===== src/rtl/vram_arbiter.sv =====
// -----------------------------------------------------------------------------
// vram_arbiter
//
// Shares one single-port VRAM between the sprite pixel fetcher (SPR), the
// background line fetcher (BG) and the CPU/Avalon bridge (CPU). At most one
// access is issued per cycle. Every read carries a requester tag through a
// fixed-latency pipeline, so the returned data can be steered back to the
// requester that issued it.
//
// The priority policy depends on the video phase:
//   active video : SPR > BG > CPU, but a CPU request that has waited
//                  CPU_WAIT_MAX cycles is forced through once.
//   vblank       : CPU > BG > SPR.
//
// Ports
//   clk, rst_n                 clock, asynchronous active-low reset
//   vblank                     vertical blanking indicator
//   spr_req/addr/gnt/rvalid    sprite read port
//   bg_req/addr/gnt/rvalid     background read port
//   cpu_req/we/addr/wdata/gnt/rvalid  CPU read/write port
//   rdata                      shared read-return bus (registered)
//   mem_addr/rd/wr/wdata       registered VRAM command
//   mem_rdata                  VRAM read data, valid RD_LAT cycles after mem_rd
//
// gnt outputs are combinational: a gnt means the request is captured on the
// coming clock edge. The access appears on mem_* in the next cycle, and a read
// produces its rvalid RD_LAT+2 cycles after its gnt.
// -----------------------------------------------------------------------------
module vram_arbiter #(
  parameter int ADDR_W       = 16,
  parameter int DATA_W       = 16,
  parameter int RD_LAT       = 2,
  parameter int CPU_WAIT_MAX = 15
) (
  input  logic              clk,
  input  logic              rst_n,
  input  logic              vblank,
  // sprite fetcher
  input  logic              spr_req,
  input  logic [ADDR_W-1:0] spr_addr,
  output logic              spr_gnt,
  output logic              spr_rvalid,
  // background fetcher
  input  logic              bg_req,
  input  logic [ADDR_W-1:0] bg_addr,
  output logic              bg_gnt,
  output logic              bg_rvalid,
  // CPU bridge
  input  logic              cpu_req,
  input  logic              cpu_we,
  input  logic [ADDR_W-1:0] cpu_addr,
  input  logic [DATA_W-1:0] cpu_wdata,
  output logic              cpu_gnt,
  output logic              cpu_rvalid,
  // shared read return
  output logic [DATA_W-1:0] rdata,
  // VRAM
  output logic [ADDR_W-1:0] mem_addr,
  output logic              mem_rd,
  output logic              mem_wr,
  output logic [DATA_W-1:0] mem_wdata,
  input  logic [DATA_W-1:0] mem_rdata
);

  typedef enum logic {
    S_ACTIVE = 1'b0,
    S_VBLANK = 1'b1
  } state_e;

  typedef enum logic [1:0] {
    TAG_NONE = 2'd0,
    TAG_SPR  = 2'd1,
    TAG_BG   = 2'd2,
    TAG_CPU  = 2'd3
  } tag_e;

  localparam int                WAIT_W    = $clog2(CPU_WAIT_MAX + 1);
  localparam logic [WAIT_W-1:0] WAIT_MAX  = WAIT_W'(CPU_WAIT_MAX);
  // One stage per memory-latency cycle plus the command register stage.
  localparam int                TAG_DEPTH = RD_LAT + 1;

  state_e              state_q;
  logic [WAIT_W-1:0]   wait_q, wait_d;
  tag_e                tag_q [TAG_DEPTH];

  logic [ADDR_W-1:0]   mem_addr_q;
  logic                mem_rd_q, mem_wr_q;
  logic [DATA_W-1:0]   mem_wdata_q;
  logic [DATA_W-1:0]   rdata_q;
  logic                spr_rvalid_q, bg_rvalid_q, cpu_rvalid_q;

  tag_e                grant_tag;
  logic                grant_wr;
  logic [ADDR_W-1:0]   grant_addr;

  // ---------------------------------------------------------------------------
  // Arbitration. The policy comes from the registered state, so a vblank edge
  // only changes the order from the following cycle on.
  // ---------------------------------------------------------------------------
  always_comb begin
    // NOTE: every output of a combinational block gets a default first, so no
    // path through the if/else chain can leave it unassigned and infer a latch.
    spr_gnt = 1'b0;
    bg_gnt  = 1'b0;
    cpu_gnt = 1'b0;
    if (state_q == S_VBLANK) begin
      if      (cpu_req) cpu_gnt = 1'b1;
      else if (bg_req)  bg_gnt  = 1'b1;
      else if (spr_req) spr_gnt = 1'b1;
    end else begin
      // A starved CPU request jumps the queue exactly once.
      if      (cpu_req && wait_q == WAIT_MAX) cpu_gnt = 1'b1;
      else if (spr_req)                       spr_gnt = 1'b1;
      else if (bg_req)                        bg_gnt  = 1'b1;
      else if (cpu_req)                       cpu_gnt = 1'b1;
    end
  end

  // Starvation counter: counts cycles a CPU request is refused during active
  // video, saturating; any grant, dropped request or vblank clears it.
  always_comb begin
    wait_d = '0;
    if (state_q == S_ACTIVE && cpu_req && !cpu_gnt) begin
      wait_d = (wait_q == WAIT_MAX) ? wait_q : wait_q + 1'b1;
    end
  end

  // Command mux for the granted requester. Writes carry no tag.
  always_comb begin
    grant_tag  = TAG_NONE;
    grant_wr   = 1'b0;
    grant_addr = cpu_addr;
    if (spr_gnt) begin
      grant_tag  = TAG_SPR;
      grant_addr = spr_addr;
    end else if (bg_gnt) begin
      grant_tag  = TAG_BG;
      grant_addr = bg_addr;
    end else if (cpu_gnt) begin
      grant_tag  = cpu_we ? TAG_NONE : TAG_CPU;
      grant_wr   = cpu_we;
    end
  end

  // ---------------------------------------------------------------------------
  // Policy state machine and starvation counter.
  // ---------------------------------------------------------------------------
  always_ff @(posedge clk or negedge rst_n) begin
    // NOTE: clocked state is written with non-blocking assignments so every
    // register samples the pre-edge values, independent of statement order.
    if (!rst_n) begin
      state_q <= S_ACTIVE;
      wait_q  <= '0;
    end else begin
      wait_q <= wait_d;
      case (state_q)
        S_ACTIVE: if (vblank)  state_q <= S_VBLANK;
        S_VBLANK: if (!vblank) state_q <= S_ACTIVE;
        default:               state_q <= S_ACTIVE;
      endcase
    end
  end

  // ---------------------------------------------------------------------------
  // Registered VRAM command, read-tag pipeline and read return.
  // ---------------------------------------------------------------------------
  always_ff @(posedge clk or negedge rst_n) begin
    if (!rst_n) begin
      mem_addr_q   <= '0;
      mem_rd_q     <= 1'b0;
      mem_wr_q     <= 1'b0;
      mem_wdata_q  <= '0;
      rdata_q      <= '0;
      spr_rvalid_q <= 1'b0;
      bg_rvalid_q  <= 1'b0;
      cpu_rvalid_q <= 1'b0;
      // NOTE: the tag pipeline is reset even though it is array storage: a
      // stale tag surviving reset would fire a spurious rvalid afterwards.
      for (int i = 0; i < TAG_DEPTH; i++) tag_q[i] <= TAG_NONE;
    end else begin
      mem_rd_q <= (grant_tag != TAG_NONE);
      mem_wr_q <= grant_wr;
      // Address and write data hold their last values on idle cycles.
      if (spr_gnt || bg_gnt || cpu_gnt) mem_addr_q <= grant_addr;
      if (grant_wr) mem_wdata_q <= cpu_wdata;

      tag_q[0] <= grant_tag;
      for (int i = 1; i < TAG_DEPTH; i++) tag_q[i] <= tag_q[i-1];

      // The oldest tag lines up with mem_rdata of the read it belongs to.
      if (tag_q[TAG_DEPTH-1] != TAG_NONE) rdata_q <= mem_rdata;
      spr_rvalid_q <= (tag_q[TAG_DEPTH-1] == TAG_SPR);
      bg_rvalid_q  <= (tag_q[TAG_DEPTH-1] == TAG_BG);
      cpu_rvalid_q <= (tag_q[TAG_DEPTH-1] == TAG_CPU);
    end
  end

  assign mem_addr   = mem_addr_q;
  assign mem_rd     = mem_rd_q;
  assign mem_wr     = mem_wr_q;
  assign mem_wdata  = mem_wdata_q;
  assign rdata      = rdata_q;
  assign spr_rvalid = spr_rvalid_q;
  assign bg_rvalid  = bg_rvalid_q;
  assign cpu_rvalid = cpu_rvalid_q;

endmodule


===== config.mk =====
export PLATFORM = sky130hd
export DESIGN_NAME = vram_arbiter
export DESIGN_NICKNAME = d
export VERILOG_FILES = /design/src/rtl/vram_arbiter.sv
export SDC_FILE = /design/constraint.sdc
export NUM_CORES = 1
export LEC_CHECK = 0
export CAP_MARGIN = 20
export CORE_MARGIN = 3
export CORE_UTILIZATION = 40
export CTS_BUF_LIST = sky130_fd_sc_hd__clkbuf_4 sky130_fd_sc_hd__clkbuf_8 sky130_fd_sc_hd__clkbuf_16
export DETAILED_ROUTE_END_ITERATION = 10
export PLACE_DENSITY = 0.9
export SKIP_CTS_REPAIR_TIMING = 1
export SLEW_MARGIN = 0
export SYNTH_ARGS = -nofsm -noshare
export SYNTH_HDL_FRONTEND = slang
export SYNTH_SLANG_ARGS = --single-unit

===== constraint.sdc =====
create_clock -name clk -period 2.1 [get_ports clk]
set_clock_uncertainty 0.05 [all_clocks]
set_input_delay 0.315 -clock clk [delete_from_list [all_inputs] [get_ports clk]]
set_output_delay 0.315 -clock clk [all_outputs]
set_load 0.005 [all_outputs]

Yosys cells after proc, flatten, opt, wreduce, memory -nomap -nowiden:

Cells that the tools add are included.

* register bits: 64
* bits of input ports: 87
* logic and storage cells: 55

* add/sub/neg operators: 1
* equal/unequal tests: 5
* mux-type cells: 27
* bitwise operators: 1
* reduce and logical (&&, ||, !) cells: 8

Operator list (count)
* 16-bit two-way mux: 2
* 1-bit two-way mux: 19
* 2-bit two-way mux: 4
* 4-bit two-way mux: 2
* 4-bit by 1-bit adder with 4-bit output (second input constant): 1
* 2-bit == test (second input constant): 2
* 4-bit == test (second input constant): 1
* 2-bit nonzero test: 2
* 1-bit logical AND: 3
* 2-bit by 1-bit == test with 1-bit output (second input constant): 1
* 1-bit logical OR: 2
* 2-bit inequality test (second input constant): 1
* 1-bit logical NOT: 1
* 1-bit inverter: 1

Depth between registers and ports, before layout:

Gate-level depths: netlist of run 1.

* depth in word-level cells: 9
* depth in mapped cells: 7

Worst setup path after synthesis of run 1:

Ideal clock, no wire load.

* kind: flip-flop to flip-flop
* start: register wait_q[0]
* end: register mem_wdata_q[10] (netlist: mem_wdata[10])
* library setup time: 0.125 ns
* data arrival time: 1.631 ns
* data required time: 1.925 ns
* slack: 0.294 ns
* cell stages (with the launch flop): 8
* clock period less this slack: 1.806 ns
* path through: dfrtp_1 > ha_1 > and4_4 > a22oi_2 > inv_2 > nand2_4 > buf_12 > mux2_4

* longest elaborated chain between the ends: 7
* elaborated cells between the ends (all ways): 11

RTL lines
* start: declaration: line 83 `logic [WAIT_W-1:0] wait_q, wait_d;`
* start signal: assignment: line 155 `wait_q <= wait_d;`
* 4-bit == test: line 112 `if (cpu_req && wait_q == WAIT_MAX) cpu_gnt = 1'b1;`
* 1-bit logical AND: line 112
* 1-bit two-way mux: line 112
* 1-bit two-way mux: line 106 `if (state_q == S_VBLANK) begin`
* named net cpu_gnt: line 53 `output logic cpu_gnt,`
* 1-bit two-way mux: line 139 `end else if (cpu_gnt) begin`
* 1-bit two-way mux: line 136 `end else if (bg_gnt) begin`
* 1-bit two-way mux: line 133 `if (spr_gnt) begin`
* end signal: assignment: line 185 `if (grant_wr) mem_wdata_q <= cpu_wdata;`
* end: declaration: line 88 `logic [DATA_W-1:0] mem_wdata_q;`

The timed path passes the listed nets, and every way through them passes these cells.
A chain may end at the register's enable or synchronous reset.

Worst setup path in the final report of run 1:

* start: register wait_q[0]
* end: output port bg_gnt

* longest elaborated chain between the ends: 4

RTL lines
* 4-bit == test: line 112
* 1-bit logical AND: line 112
* 1-bit two-way mux: line 112
* 1-bit two-way mux: line 106
* end: declaration: line 46 `output logic bg_gnt,`

Every way passes these cells.

==> results.toml, run 1 <==
[die]
initial_utilization = 0.415
die_h_um = 90.4
rows = 30
die_w_um = 90.4
die-area_um2 = 8180
io_pins = 143
core-area_um2 = 6870

[sta]
period_share = 0.926
timing.final.ws_setup_ns = 0.155
drv_slew = 0
rsz0062_at_grt = "no"
min_period_ns = 1.94
finalHoldViolations = 29
hold_ws_ns = -0.0207
setup_viol = 0
relSlewSlack = 0.525
worst_pin_slew_ns = 0.712
fmax_mhz = 514

[synth]
yosysTopAreaCellShare = 0.562
synth_fp_nets = 314
synthTopCellsByCount = "dfrtp_1, nor2_1, mux2_2, nand2_1, o221ai_1"
ys_types = 36
syn-instance-count = 226
ys.flop_type = "dfrtp_1"
synth.cell_area_um2 = 2850
ys_ff_latch = 64
synth_most_common_cell = "dfrtp_1"
yosysWarnings = 0
ys_top_cells_by_area = "dfrtp_1, mux2_2, nor2_1"
yosys.area.top_type = "dfrtp_1"
yosysSeqAreaShare = 0.562
async_reset_ff_frac = 1.00
synth_edf_count = 0
synth_area_per_cell_um2 = 12.6

[run]
maxCapViolCount = 0

[critical_path]
rrSetupSlack_ns = 0.22
critPathRequiredTime_ns = 1.74
critPathMaxStageDelay_ns = 0.42
start_kind = "flip-flop"
cp-end-kind = "output pin"
worstPathCellList = "ha_4, and4_4, nor3_2, o21ai_1, inv_1, dlymetal6s2s_1"
cp_max_fo = 3
critical_path_arrival_ns = 1.58
path_class = "flip-flop to output pin"
cp_slowest_cell = "dfrtp_1"

[clock_network]
cts_root_buf = "clkbuf_8"
clock-sinks = 64
insertion_delay_ns = 0.33
h-tree-depth = 3
clock_path_buffers = 2
cts_tree = "yes"
cts_made_buffers = 9
clk_pin_slew_ns = 0.07

[drt]
drt_iter0_drc = 68
drtPass1Iterations = 4
wirelength_mm = 7.81
vias_per_cell = 4.98
avgRoutedWirePerCell_um = 16.1
vias = 2410
ant_nets = 0
drcViolationCount = 0

[final_layout]
syn2layout_area_growth_pct = 65.5
post-route-util = 0.687
fin_nets = 472
antenna_cells = 0
drive_gt1_frac = 0.224

[pwr]
p_leak_nw = 2.04
powerDensity_nw_per_um2 = 749
power.total_mw = 3.54
ir_drop_uv = 384

[grt]
grt_pass1_vias = 2550
grt_pass1_wl_mm = 12.3
overflow = 0
antenna_found_initial = 0
grt_usage = 0.192
grt_max_degree = 36

[place]
place.gp.congestion = 0.782
portBuffers = 142
pre_cts_slack_ns = -0.0990
hpwl_mm = 5.87

[outcome]
status = "complete, but fails checks"
failed_checks = "hold timing"

[min_path]
hold_class = "input pin to async pin"
metrics by stage:
| stage | cell area, um^2 | setup TNS, ns | cells |
|---|---|---|---|
| 4_1_cts | 4690 | -0.625 | 483 |
| 5_1_grt | 4720 | 0 | 484 |
| 6_report | 4720 | 0 | 484 |
| 2_1_floorplan | 2850 | 0 | 226 |
| 3_5_place_dp | 4460 | -0.980 | 468 |
| 3_3_place_gp | 4460 | -0.302 | 468 |
sequential cells by signal, indices dropped and copies added (netlist names):
signal	count
mem_wr	1
spr_rvalid	1
mem_rd	1
cpu_rvalid	1
tag_q	6
mem_addr	16
wait_q	4
bg_rvalid	1
state_q	1
rdata	16
mem_wdata	16
kinds of logic after synthesis:
logic type,Yosys count,share of synthesized area
multiplexers,32,0.138
AO/OA/AOI/OAI,39,0.136
AND/OR/NAND/NOR,71,0.117
buffers and inverters,17,0.0373
XOR/XNOR,2,0.00614
flip-flops,64,0.562
adder cells (fa/ha/maj),1,0.00439
power breakdown:
part,total (mW),switching (mW),internal (mW)
sequential,1.48,0.0871,1.40
combinational,0.867,0.278,0.589
clock,1.19,0.448,0.738
total,3.54,0.813,2.72
layer usage:
metal	GRT usage	vias to the layer above	part of all wire
li1	-	1123	-
met1	0.199	1163	0.37
met2	0.347	109	0.53
met3	0.0658	15	0.078
met4	0.0867	0	0.022
met5	0	-	0
worst max-delay path, delay by kind of cell, from the launching register on:
kind,cells,cell delay [ns]
AO/OA/AOI/OAI,1,0.19
adder cells (fa/ha/maj),1,0.17
buffers and inverters,2,0.21
flip-flops,1,0.42
AND/OR/NAND/NOR,2,0.28
final timing paths:
kind | start | endpoint | cells past startpoint
setup / recovery | wait_q[0]$_DFFE_PN0P_ | bg_gnt | 6
min in group clk | tag_q[2]$_DFF_PN0_ | tag_q[0]$_DFF_PN0_ | 0
hold reg to reg | tag_q[2]$_DFF_PN0_ | tag_q[0]$_DFF_PN0_ | 0
max in group asynchronous | rst_n | rdata[11]$_DFFE_PN0P_ | 2
setup reg to reg | wait_q[0]$_DFFE_PN0P_ | mem_addr[3]$_DFFE_PN0P_ | 7
hold / removal | rst_n | mem_wdata[9]$_DFFE_PN0P_ | 1
cell type report:
type	count	area, um^2
fillers	536	2150
clock inverters	3	65.1
multi-input cells	145	1170
flip-flops and latches	64	1600
well taps	96	120
inverters	5	18.8
repair buffers	159	1590
clock buffers	12	159
placed cells by master, fill, tap and decap left out, drive strengths merged:
cell	synthesis	routed
or3	1	1
nand4b	1	1
a31oi	1	1
nand2	18	18
xor2	1	1
o31ai	16	16
dfrtp	64	64
a22oi	1	1
nor3	2	2
o21ai	3	3
clkinv	0	1
nand3	1	1
and3	1	1
and4	1	1
nand4	1	1
xnor2	1	1
nand2b	1	1
nor2b	2	2
and4bb	1	1
clkbuf	2	12
o221ai	16	16
and2	1	1
mux2	32	32
bufinv	0	2
dlymetal6s2s	0	3
nand3b	1	1
clkdlybuf4s50	0	138
nor2	39	39
a211oi	1	1
o21bai	1	1
ha	1	1
buf	10	18
inv	5	5
(Power assumes the default switching activity.)
==> run 2, diff against run 1 <==
==> constraint.sdc (replaced) <==
create_clock -name clk -period 2.1 [get_ports clk]
set_clock_uncertainty 0.05 [all_clocks]
set_input_delay 0.42 -clock clk [delete_from_list [all_inputs] [get_ports clk]]
set_output_delay 0.42 -clock clk [all_outputs]
set_load 0.005 [all_outputs]
==> run 2 against run 1 <==
  * The run now ends clean
  * Final cell count increased by 1.2%
  * Combinational power increased by 2%
  * Maximum frequency is 4.8% lower
  * Clock-buffer cell count decreased by 3
  * Wire length down 0.40%
  * Core utilization rose by 0.53 points
  * Highest routed layer unchanged
==> results.toml, run 2 (synthesis results as in run 1) <==
[outcome]
status = "finished, final reports clean"

[final_layout]
final_cell_mix = "clkdlybuf4s50_1, dfrtp_1, nor2_1"
syn2layout_area_growth_pct = 66.8
post-route-util = 0.692
final_area_um2 = 4760
fin_nets = 477
drive_gt1_frac = 0.241
antenna_cells = 0
stdcell_count = 490
final_common_cell = "clkdlybuf4s50_1"

[place]
postPlaceCellArea_um2 = 4500
pre_cts_slack_ns = -0.329
place.gp.congestion = 0.773
portBuffers = 142
hpwl_mm = 5.78
dp_cells = 470

[sta]
drv_slew = 0
timing.final.ws_setup_ns = 0.0576
tns_ns = 0
worst_pin_slew_ns = 0.344
hold_ws_ns = 0.0289
finalHoldViolations = 0
fmax_mhz = 490
min_period_ns = 2.04
period_share = 0.973
relSlewSlack = 0.771
setup_viol = 0

[critical_path]
cp_max_fo = 3
critical_path_arrival_ns = 1.57
start_kind = "flip-flop"
cp-end-kind = "output pin"
critPathRequiredTime_ns = 1.63
path_class = "flip-flop to output pin"

[pwr]
ir_drop_uv = 335
p_int_mw = 2.43
switchingPower_uw = 883
seqPwrFrac = 0.447
p_leak_nw = 2.07
power.total_mw = 3.32
p_comb_frac = 0.267
powerDensity_nw_per_um2 = 697
switching_share = 0.266
clkPwrFrac = 0.287

[grt]
grt_pass1_wl_mm = 12.4
antenna_found_initial = 0
grt_usage = 0.191
grt_pass1_vias = 2647
overflow = 0
grt_max_degree = 65

[die]
die_w_um = 90.4
die-area_um2 = 8180
rows = 30
initial_utilization = 0.415
io_pins = 143
die_h_um = 90.4
core-area_um2 = 6870

[drt]
vias_per_cell = 4.99
drt_iter0_drc = 60
drtPass1Iterations = 4
wirelength_mm = 7.78
avgRoutedWirePerCell_um = 15.9
ant_nets = 0
drcViolationCount = 0
vias = 2447

[clock_network]
insertion_delay_ns = 0.33
cts_tree = "yes"
cts_root_buf = "clkbuf_8"
clock_path_buffers = 2
clock-sinks = 64
cts_made_buffers = 9
h-tree-depth = 3
clk_pin_slew_ns = 0.08

[min_path]
hold_class = "input pin to async pin"

[run]
maxCapViolCount = 0
## run 2: changes by cell type in the layout (fill, tap and decap cells not counted), moves of 2 or more
cell / previous run / this run
bufinv_16: 2 / 0
buf_12: 3 / 5
dlymetal6s2s_1: 3 / 5
clkdlybuf4s50_1: 138 / 136
buf_4: 14 / 17
clkinv_4: 0 / 2
clkinvlp_4: 0 / 2
clkbuf_8: 11 / 9
inv_6: 0 / 2
## run 2: power by group through the flow
stage / logic [mW] / clock network (mW) / registers, mW
floorplan: 0.278 / 0 / 1.51
global placement: 0.861 / 0 / 1.49
detailed placement: 0.886 / 0 / 1.51
CTS: 0.890 / 0.987 / 1.48
global route: 0.942 / 1.05 / 1.50
finish: 0.884 / 0.951 / 1.48
## run 2: path summary, 6_finish.rpt
path                            slack, ns  cells past startpoint                        end                   from
worst max-delay path                 0.06                      5                    cpu_gnt  wait_q[0]$_DFFE_PN0P_
worst min-delay path                 0.03                      2  mem_wdata[13]$_DFFE_PN0P_                  rst_n
worst max register to register       0.10                      7   mem_wdata[5]$_DFFE_PN0P_  wait_q[0]$_DFFE_PN0P_
worst min register to register       0.30                      0         tag_q[0]$_DFF_PN0_     tag_q[2]$_DFF_PN0_
max in group asynchronous            1.67                      2   mem_wdata[5]$_DFFE_PN0P_                  rst_n
min in group clk                     0.30                      0         tag_q[0]$_DFF_PN0_     tag_q[2]$_DFF_PN0_
## run 2: cell type report
class                   instances  area (um^2)
well taps                      96          120
repair buffers                164         1660
flip-flops and latches         64         1600
clock inverters                 7         55.1
inverters                       5         18.8
clock buffers                   9          124
multi-input cells             145         1180
fillers                       520         2110
## run 2: per-layer routing
metal  vias up  share of wire  global-route usage
met5         -              0                   0
met4         0          0.014              0.0816
met3        10          0.078              0.0625
met2       117           0.54               0.353
met1      1184           0.37               0.197
li1       1136              -                   -
## run 2: critical path, cell delays in order, from the launching register on
cell and delay [ns]:
dfrtp_1 0.42, ha_4 0.19, and4_4 0.17, a22oi_2 0.25, inv_2 0.06, dlymetal6s2s_1 0.15
==> run 3, diff against run 2 <==
--- a/config.mk
+++ b/config.mk
@@ -10,7 +10,8 @@
 export CORE_UTILIZATION = 40
 export CTS_BUF_LIST = sky130_fd_sc_hd__clkbuf_4 sky130_fd_sc_hd__clkbuf_8 sky130_fd_sc_hd__clkbuf_16
 export DETAILED_ROUTE_END_ITERATION = 10
-export PLACE_DENSITY = 0.9
+export PLACE_DENSITY = 0.86
+export RECOVER_POWER = 50
 export SKIP_CTS_REPAIR_TIMING = 1
 export SLEW_MARGIN = 0
 export SYNTH_ARGS = -nofsm -noshare
==> run 3 against run 2 <==
  * The flow now finishes with violations (capacitance limit, slew limit)
  * Via count down 0.69%
  * Sequential share of layout area down 0.24 points
  * Worst setup slack worse by 0.019 ns
  * Power up 11%
  * Worst hold slack better by 0.27 ns
==> results.toml, run 3 (synthesis results as in run 1) <==
[place]
portBuffers = 142
postPlaceCellArea_um2 = 4500
place.gp.congestion = 0.800
hpwl_mm = 5.92

[min_path]
whs_path_depth = 0
hold_class = "flip-flop to flip-flop"
min-delay-start = "tag_q[4]$_DFF_PN0_"

[sta]
finalHoldViolations = 0
drv_slew = 65
period_share = 0.981
hold_ws_ns = 0.294
worst_pin_slew_ns = 1.55
setup_viol = 0
fmax_mhz = 485
relSlewSlack = -0.0320
min_period_ns = 2.06

[grt]
overflow = 0
antenna_found_initial = 0
grt_pass1_wl_mm = 13.0
grt_max_degree = 65
grt_pass1_vias = 2594
grt_usage = 0.200

[die]
io_pins = 143
die_w_um = 90.4
core-area_um2 = 6870
rows = 30
die-area_um2 = 8180
initial_utilization = 0.415
die_h_um = 90.4

[critical_path]
critical_path_buf_inv_count = 2
critical_path_arrival_ns = 1.59
cp_max_fo = 3
critPathRequiredTime_ns = 1.63
cp_top_family = "flip-flops"
cp-end-kind = "output pin"
crit_start = "wait_q[0]$_DFFE_PN0P_"
cp_slowest_cell = "dfrtp_1"
worstPathCellList = "ha_4, and4_4, nor3_2, o21ai_1, inv_1, dlymetal6s2s_1"
rrSetupSlack_ns = 0.14
start_kind = "flip-flop"
worst-path-stages = 6
regToRegStartpoint = "wait_q[0]$_DFFE_PN0P_"
rr_worst_depth = 8
critPathMaxStageDelay_ns = 0.40
path_class = "flip-flop to output pin"

[pwr]
p_leak_nw = 2.07
powerDensity_nw_per_um2 = 768
p_comb_frac = 0.236
ir_drop_uv = 322
seqPwrFrac = 0.404
clkPwrFrac = 0.360
switching_share = 0.236
switchingPower_uw = 867
p_int_mw = 2.81

[final_layout]
antenna_cells = 0
seqCellArea_um2 = 1600
final_cell_mix = "clkdlybuf4s50_1, dfrtp_1, nor2_1"
drive_gt1_frac = 0.235
multiInputGateArea_um2 = 1170
final_common_cell = "clkdlybuf4s50_1"
syn2layout_area_growth_pct = 68.0
final_area_um2 = 4790
fin_nets = 478
fill_cells = 510

[run]
maxCapViolCount = 1

[drt]
ant_nets = 0
wl_met1_mm = 3.05
vias_per_cell = 4.95
drt_iter0_drc = 54
vias = 2430
wirelength_mm = 8.05
wl_met3_um = 599
highest_layer = "met4"
drtPass1Iterations = 5
drcViolationCount = 0
avgRoutedWirePerCell_um = 16.4
dr_wl_met2_mm = 4.28

[outcome]
status = "complete, but fails checks"
failed_checks = "capacitance limit, slew limit"

[clock_network]
cts_made_buffers = 9
clock-sinks = 64
clk_pin_slew_ns = 0.07
clock_path_buffers = 2
cts_tree = "yes"
h-tree-depth = 3
cts_root_buf = "clkbuf_8"
insertion_delay_ns = 0.33
[run 3: path summary, 6_finish.rpt]
| check | to |
|---|---|
| setup / recovery | bg_gnt |
| hold / removal | tag_q[2]$_DFF_PN0_ |
| setup reg to reg | mem_wdata[6]$_DFFE_PN0P_ |
| hold reg to reg | tag_q[2]$_DFF_PN0_ |
| max in group asynchronous | mem_addr[10]$_DFFE_PN0P_ |
| min in group asynchronous | spr_rvalid$_DFF_PN0_ |
[run 3: area by class of cell]
| cell class | instances | area share |
|---|---|---|
| inverter | 5 | 0.00392 |
| sequential | 64 | 0.334 |
| clock inverter | 6 | 0.0240 |
| multi-input combinational | 145 | 0.245 |
| timing repair buffer | 165 | 0.339 |
| clock buffer | 10 | 0.0287 |
| tap | 96 | 0.0251 |
[run 3: power groups by stage]
| stage | logic [mW] | clock network, mW | registers (mW) |
|---|---|---|---|
| finish | 0.869 | 1.32 | 1.48 |
| floorplan | 0.278 | 0 | 1.51 |
| CTS | 0.889 | 1.35 | 1.48 |
| global route | 0.930 | 1.41 | 1.51 |
| global placement | 0.860 | 0 | 1.49 |
| detailed placement | 0.883 | 0 | 1.51 |
[run 3: metrics by stage]
step / util / std cells / setup TNS (ns) / power, mW / setup WS, ns
6_report: 0.697 / 491 / 0 / 3.68 / 0.0390
3_5_place_dp: 0.655 / 471 / -9.11 / 2.39 / -0.436
3_3_place_gp: 0.655 / 471 / -8.04 / 2.35 / -0.412
2_1_floorplan: - / 226 / 0 / 1.79 / 0.294
5_1_grt: 0.697 / 491 / -0.0759 / 3.85 / -0.0594
4_1_cts: 0.692 / 487 / -1.60 / 3.72 / -0.445
[run 3: per-layer routing]
metal / vias to the layer above / global-route usage
met5: - / 0
met4: 0 / 0.0676
met3: 13 / 0.0625
met2: 109 / 0.373
met1: 1174 / 0.212
li1: 1134 / -
